<file path="config.mk">
export PLATFORM = sky130hd
export DESIGN_NAME = peripheral_counter_fifo_core
export DESIGN_NICKNAME = d
export VERILOG_FILES = /design/src/rtl/peripheral_counter_fifo_core.sv
export SDC_FILE = /design/constraint.sdc
export NUM_CORES = 1
export LEC_CHECK = 0
export BUFFER_PORTS_ARGS = -buffer_cell sky130_fd_sc_hd__buf_4
export CORE_AREA = 2 2 147 149
export CTS_CLUSTER_SIZE = 16
export DETAILED_ROUTE_END_ITERATION = 10
export DIE_AREA = 0 0 149 151
export PLACE_DENSITY = 0.76
export SYNTH_ARGS = -nofsm -noshare
export SYNTH_HDL_FRONTEND = slang
export SYNTH_SLANG_ARGS = --single-unit
</file>
<file path="constraint.sdc">
create_clock -name clk -period 2.9 [get_ports clk]
set_input_delay 0.29 -clock clk [delete_from_list [all_inputs] [get_ports clk]]
set_output_delay 0.29 -clock clk [all_outputs]
set_load 0.02 [all_outputs]
</file>
<file path="src/rtl/peripheral_counter_fifo_core.sv">
// Counter/FIFO peripheral core: reloadable up/down counter with sticky irq, plus a
// first-word-fall-through FIFO with sticky overflow/underflow flags.
module peripheral_counter_fifo_core #(
  parameter int unsigned COUNT_WIDTH = 32,
  parameter int unsigned FIFO_WIDTH  = 8,
  parameter int unsigned FIFO_DEPTH  = 16,
  parameter int unsigned THRESHOLD   = 1000,
  localparam int unsigned CW         = $clog2(FIFO_DEPTH + 1)
) (
  input  logic                   clk,
  input  logic                   reset,
  input  logic                   count_we,
  input  logic [COUNT_WIDTH-1:0] count_in,
  input  logic                   reload_we,
  input  logic [COUNT_WIDTH-1:0] reload_in,
  input  logic                   config_we,
  input  logic                   en_in,
  input  logic                   dir_in,
  input  logic                   ire_in,
  input  logic                   wrap_in,
  input  logic                   fifo_we,
  input  logic [FIFO_WIDTH-1:0]  fifo_data_in,
  input  logic                   fifo_re,
  input  logic                   irq_clr,
  input  logic                   err_clr,
  output logic [COUNT_WIDTH-1:0] count_out,
  output logic [COUNT_WIDTH-1:0] reload_out,
  output logic                   en_out,
  output logic                   dir_out,
  output logic                   ire_out,
  output logic                   wrap_out,
  output logic                   lt_thresh_out,
  output logic                   irq,
  output logic                   fifo_empty,
  output logic                   fifo_full,
  output logic [CW-1:0]          fifo_word_count,
  output logic [FIFO_WIDTH-1:0]  fifo_data_out,
  output logic                   fifo_overflow,
  output logic                   fifo_underflow
);

  localparam int unsigned AW = $clog2(FIFO_DEPTH);
  localparam int unsigned PW = AW + 1;
  localparam logic [COUNT_WIDTH-1:0] ThreshVal = COUNT_WIDTH'(THRESHOLD);
  localparam logic [COUNT_WIDTH-1:0] One       = COUNT_WIDTH'(1);

  logic [COUNT_WIDTH-1:0] count_q, count_d, reload_q;
  logic                   en_q, dir_q, ire_q, wrap_q;
  logic                   irq_q, irq_d, term;

  logic [PW-1:0]          wptr_q, rptr_q, wptr_d, rptr_d;
  logic [FIFO_WIDTH-1:0]  mem_q [FIFO_DEPTH];
  logic                   ovf_q, ovf_d, unf_q, unf_d;
  logic                   empty, full, push_ok, pop_ok;

  // Counter step always uses the registered config/reload, never the values being written.
  always_comb begin
    count_d = count_q;
    term    = 1'b0;
    if (count_we) begin
      count_d = count_in;
    end else if (en_q && !dir_q) begin
      if (count_q == reload_q) begin
        term = 1'b1;
        if (wrap_q) count_d = '0;
      end else begin
        count_d = count_q + One;
      end
    end else if (en_q && dir_q) begin
      if (count_q == '0) begin
        term = 1'b1;
        if (wrap_q) count_d = reload_q;
      end else begin
        count_d = count_q - One;
      end
    end
  end

  always_comb begin
    irq_d = irq_q;
    if (term && ire_q) irq_d = 1'b1;
    else if (irq_clr)  irq_d = 1'b0;
  end

  always_ff @(posedge clk or posedge reset) begin
    if (reset) begin
      count_q  <= '0;
      reload_q <= '1;
      en_q     <= 1'b0;
      dir_q    <= 1'b0;
      ire_q    <= 1'b0;
      wrap_q   <= 1'b0;
      irq_q    <= 1'b0;
    end else begin
      count_q <= count_d;
      irq_q   <= irq_d;
      if (reload_we) reload_q <= reload_in;
      if (config_we) begin
        en_q   <= en_in;
        dir_q  <= dir_in;
        ire_q  <= ire_in;
        wrap_q <= wrap_in;
      end
    end
  end

  // Extra pointer MSB distinguishes full from empty when the index bits match.
  assign empty   = (wptr_q == rptr_q);
  assign full    = (wptr_q[AW] != rptr_q[AW]) && (wptr_q[AW-1:0] == rptr_q[AW-1:0]);
  assign push_ok = fifo_we && (!full || fifo_re);
  assign pop_ok  = fifo_re && !empty;

  always_comb begin
    wptr_d = wptr_q;
    rptr_d = rptr_q;
    ovf_d  = ovf_q;
    unf_d  = unf_q;
    if (push_ok) wptr_d = wptr_q + PW'(1);
    if (pop_ok)  rptr_d = rptr_q + PW'(1);
    if (err_clr) begin
      ovf_d = 1'b0;
      unf_d = 1'b0;
    end
    if (fifo_we && full && !fifo_re) ovf_d = 1'b1;
    if (fifo_re && empty)            unf_d = 1'b1;
  end

  always_ff @(posedge clk or posedge reset) begin
    if (reset) begin
      wptr_q <= '0;
      rptr_q <= '0;
      ovf_q  <= 1'b0;
      unf_q  <= 1'b0;
    end else begin
      wptr_q <= wptr_d;
      rptr_q <= rptr_d;
      ovf_q  <= ovf_d;
      unf_q  <= unf_d;
    end
  end

  // Storage needs no reset: the head is masked to zero while empty.
  always_ff @(posedge clk) begin
    if (push_ok) mem_q[wptr_q[AW-1:0]] <= fifo_data_in;
  end

  assign count_out       = count_q;
  assign reload_out      = reload_q;
  assign en_out          = en_q;
  assign dir_out         = dir_q;
  assign ire_out         = ire_q;
  assign wrap_out        = wrap_q;
  assign lt_thresh_out   = (count_q < ThreshVal);
  assign irq             = irq_q;
  assign fifo_empty      = empty;
  assign fifo_full       = full;
  assign fifo_word_count = CW'(wptr_q - rptr_q);
  assign fifo_data_out   = empty ? '0 : mem_q[rptr_q[AW-1:0]];
  assign fifo_overflow   = ovf_q;
  assign fifo_underflow  = unf_q;

endmodule

</file>
==> impl_results.md <==
* Status: complete, no violations
* Fin. max-slew vios at 0
* Post-route ant nets at 0
* N_diodes at 0
* Avg Vias per Cell at around 5.9
* Period Utilization, post-route at between 90% and 100%
* Core ar. at ~0.021 mm^2
* Slew @ Worst Pin at about 0.69 ns
* Hpwl dp at between 20 and 25 mm
* P_leak at 5.287 nW
* Met3 usage at under 10%
* DIE WIDTH at 149 um
* Asr flop ratio synth at between 30% and 40%
* Most frequent cells in the layout: buf_4 (248), edfxtp_1 (128), xnor2_1 (76)
* Synth Cell Area at 0.01072 mm^2
* Maximum clock insertion buffer count at 3
* Initial DRC Count at 889
* Root Buffer: clkbuf_16
* First-pass GRT wire length at between 40 and 50 mm
* # setup viols final at 0
* Final Hold Violating Endpoints at 0
* Hold crit path type: in -> reg
* Max_slew headroom at 53.73%
* Num rows at 53
* Avg Cell Area, Syn at 12.53 um^2
* Max-Cap Viols at 0
* Number of clock sinks at between 200 and 250
* Max Clk Rate at approximately 0.36 GHz
* Synth area leaders: edfxtp_1 (36%), dfrtp_1 (11%), mux4_2 (8.4%), dfstp_2 (7.8%), xnor2_1 (6.2%)
* Vias in the first global route at 8222
* WP data arrival at ~2.5 ns
* Port bufs at 171
* Worst Skew at around 0.014 ns
* Yosys reg bits at 209
* Grt peak-use layer: met2
* GRT Overall Usage at a little over a quarter
* Synth Instances at between 800 and 900
* Slowest CP cell: mux4_2
* Register area share after synthesis at a little under three fifths
* Via count at 8219
* Die area at around 0.022 mm^2
* CTS tree: yes
* Residual DRC at 0
* CP endpoint kind: output port
* Synth top area share at ~36%
* GPL Wtd Cong at 0.9553
* CP max FO at 16
* Final WL at around 30 mm
* Drt wl/cell at between 20 and 25 um
* Number of synthesized flops with an enable pin at ~130
* WP data required at between 2 and 3 ns
* Largest area contributor in the netlist: edfxtp_1
* Initial Utilization at between 50% and 60%
* Drt first pass iters at 5
* CP Class: reg -> out
* Global Route met2 Usage at between 40% and 50%
* Post-Layout Inst Area at 0.01398 mm^2
* Share of cells above drive strength 1 at 39.01%
* Met1 usage at between 30 and 40%
* Area added between synthesis and finish at 30.37%
* Most used cell, CP: mux4_2
* Ports at between 150 and 200
* Height of the die at between 150 and 200 um
* Crit path buffers/inverters at 2
* Final WS setup at 0.08839 ns
* CP cell instances: buf_12 > mux4_2 > mux4_2 > nor2b_1 > buf_4
* Nets at about 1.2k
* VDD IR max at between 1 and 1.5 mV
* Pin count of the biggest net entering global routing at just over 70
* Placed Area at about 0.013 mm^2
* Max incr delay on CP at between 0.5 and 0.6 ns
* Net Count, Synth at approximately 950
* Synth Warn # at 0
* Commonest non-fill, non-tap cell in the layout: buf_4
* Grt total ovfl at 0
* Place WS at approximately 0.075 ns
* Placed insts at approximately 1.3k
* P per Cell Area at slightly above 800 mW/mm^2
* Clock transition at the registers of the reported paths at roughly 0.06 ns
* Startpoint types: flop
* H-tree Lvls at 1
* Clock Latency Late Sink at between 0.5 and 0.6 ns
* Post-synth cell types at 57
* Main synth FF type: edfxtp_1
* Final Instance Count excl. Fillers at approximately 1.4k
* Initial antenna violation count at 0
* Fin crit period at between 2 and 3 ns
* Cts bufs inserted at 23
* Delay-heaviest family, CP: multiplexers
[worst paths after layout]
kind                                from               end  slack, ns  cells after the start
min in group asynchronous          reset     fifo_overflow       0.24                      3
hold / removal              reload_in[6]     reload_out[6]       0.02                      2
max in group asynchronous          reset    reload_out[27]       1.96                      4
setup / recovery               rptr_q[0]  fifo_data_out[2]       0.09                      5
setup reg to reg           count_out[22]      count_out[7]       0.11                      8
hold reg to reg                rptr_q[3]         rptr_q[3]       0.52                      1
[power by group]
group	internal (mW)	switching, mW	total (mW)
logic	2.16	2.33	4.49
registers	3.60	0.340	3.94
clock network	1.83	1.20	3.03
[what timing repair did]
action / in CTS / in global routing
endpoints found under the hold margin: 47 / 0
buffers inserted: 1 / 2
endpoints found under the setup margin: 8 / 12
resized for setup: 0 / 1
pin swaps: 0 / 2
hold buffers: 38 / 0
[state kept, by name, indices dropped and copies added (netlist names), 5 cells and up]
| register | cells |
|---|---|
| count_out | 32 |
| mem_q | 128 |
| reload_out | 32 |
| rptr_q | 5 |
| wptr_q | 5 |
[area by class of cell]
class | instances | area (um^2)
inverter | 25 | 95.09
timing repair buffer | 291 | 2333
sequential | 209 | 5914
tap | 275 | 344.1
multi-input combinational | 548 | 4511
clock buffer | 28 | 594.3
fill | 1553 | 6843
clock inverter | 14 | 187.7
[metal layers]
layer | share of wire (%) | vias to the layer above
met3 | 7.8 | 72
met5 | 0 | -
met1 | 39 | 4045
met2 | 49 | 402
met4 | 3.9 | 0
li1 | - | 3700
[cells by family after synthesis]
| kind of cell | count (synthesis) | share of synthesized area (%) |
|---|---|---|
| adders and majority gates | 13 | 1.587 |
| AOI/OAI and AO/OA | 155 | 9.230 |
| xor gates and xnor gates | 94 | 7.678 |
| and+or+nand+nor | 210 | 10.34 |
| DFF | 209 | 55.12 |
| muxes | 76 | 12.18 |
| buffers and inverters | 99 | 3.862 |
[synth_stat cells, types with 10 or more instances]
library cell	n
nand2_1	33
mux4_2	40
nand3_1	11
edfxtp_1	128
o22ai_1	32
xor2_1	18
nor4_1	12
dfstp_2	32
clkbuf_1	48
buf_1	14
ha_1	12
mux2_2	36
a21oi_2	10
dfrtp_1	49
inv_1	24
nor3_1	27
a21oi_1	39
o21ai_0	31
a211oi_1	10
nor2_1	50
xnor2_1	76
nand4_1	29
nor2b_1	12
[metrics by stage]
step / TNS, ns / util, % / power (mW) / hold slack [ns]
6_report: 0 / 67.14 / 11.47 / 0.01694
5_1_grt: -0.002397 / 67.14 / 11.97 / 0.007076
4_1_cts: 0 / 67.05 / 11.52 / 0.004049
3_5_place_dp: 0 / 61.43 / 8.395 / 0.2248
3_3_place_gp: 0 / 61.43 / 8.334 / 0.2240
2_1_floorplan: -1.862 / - / 6.733 / 0.3889
Note: power is estimated with default switching activity, not from simulation.
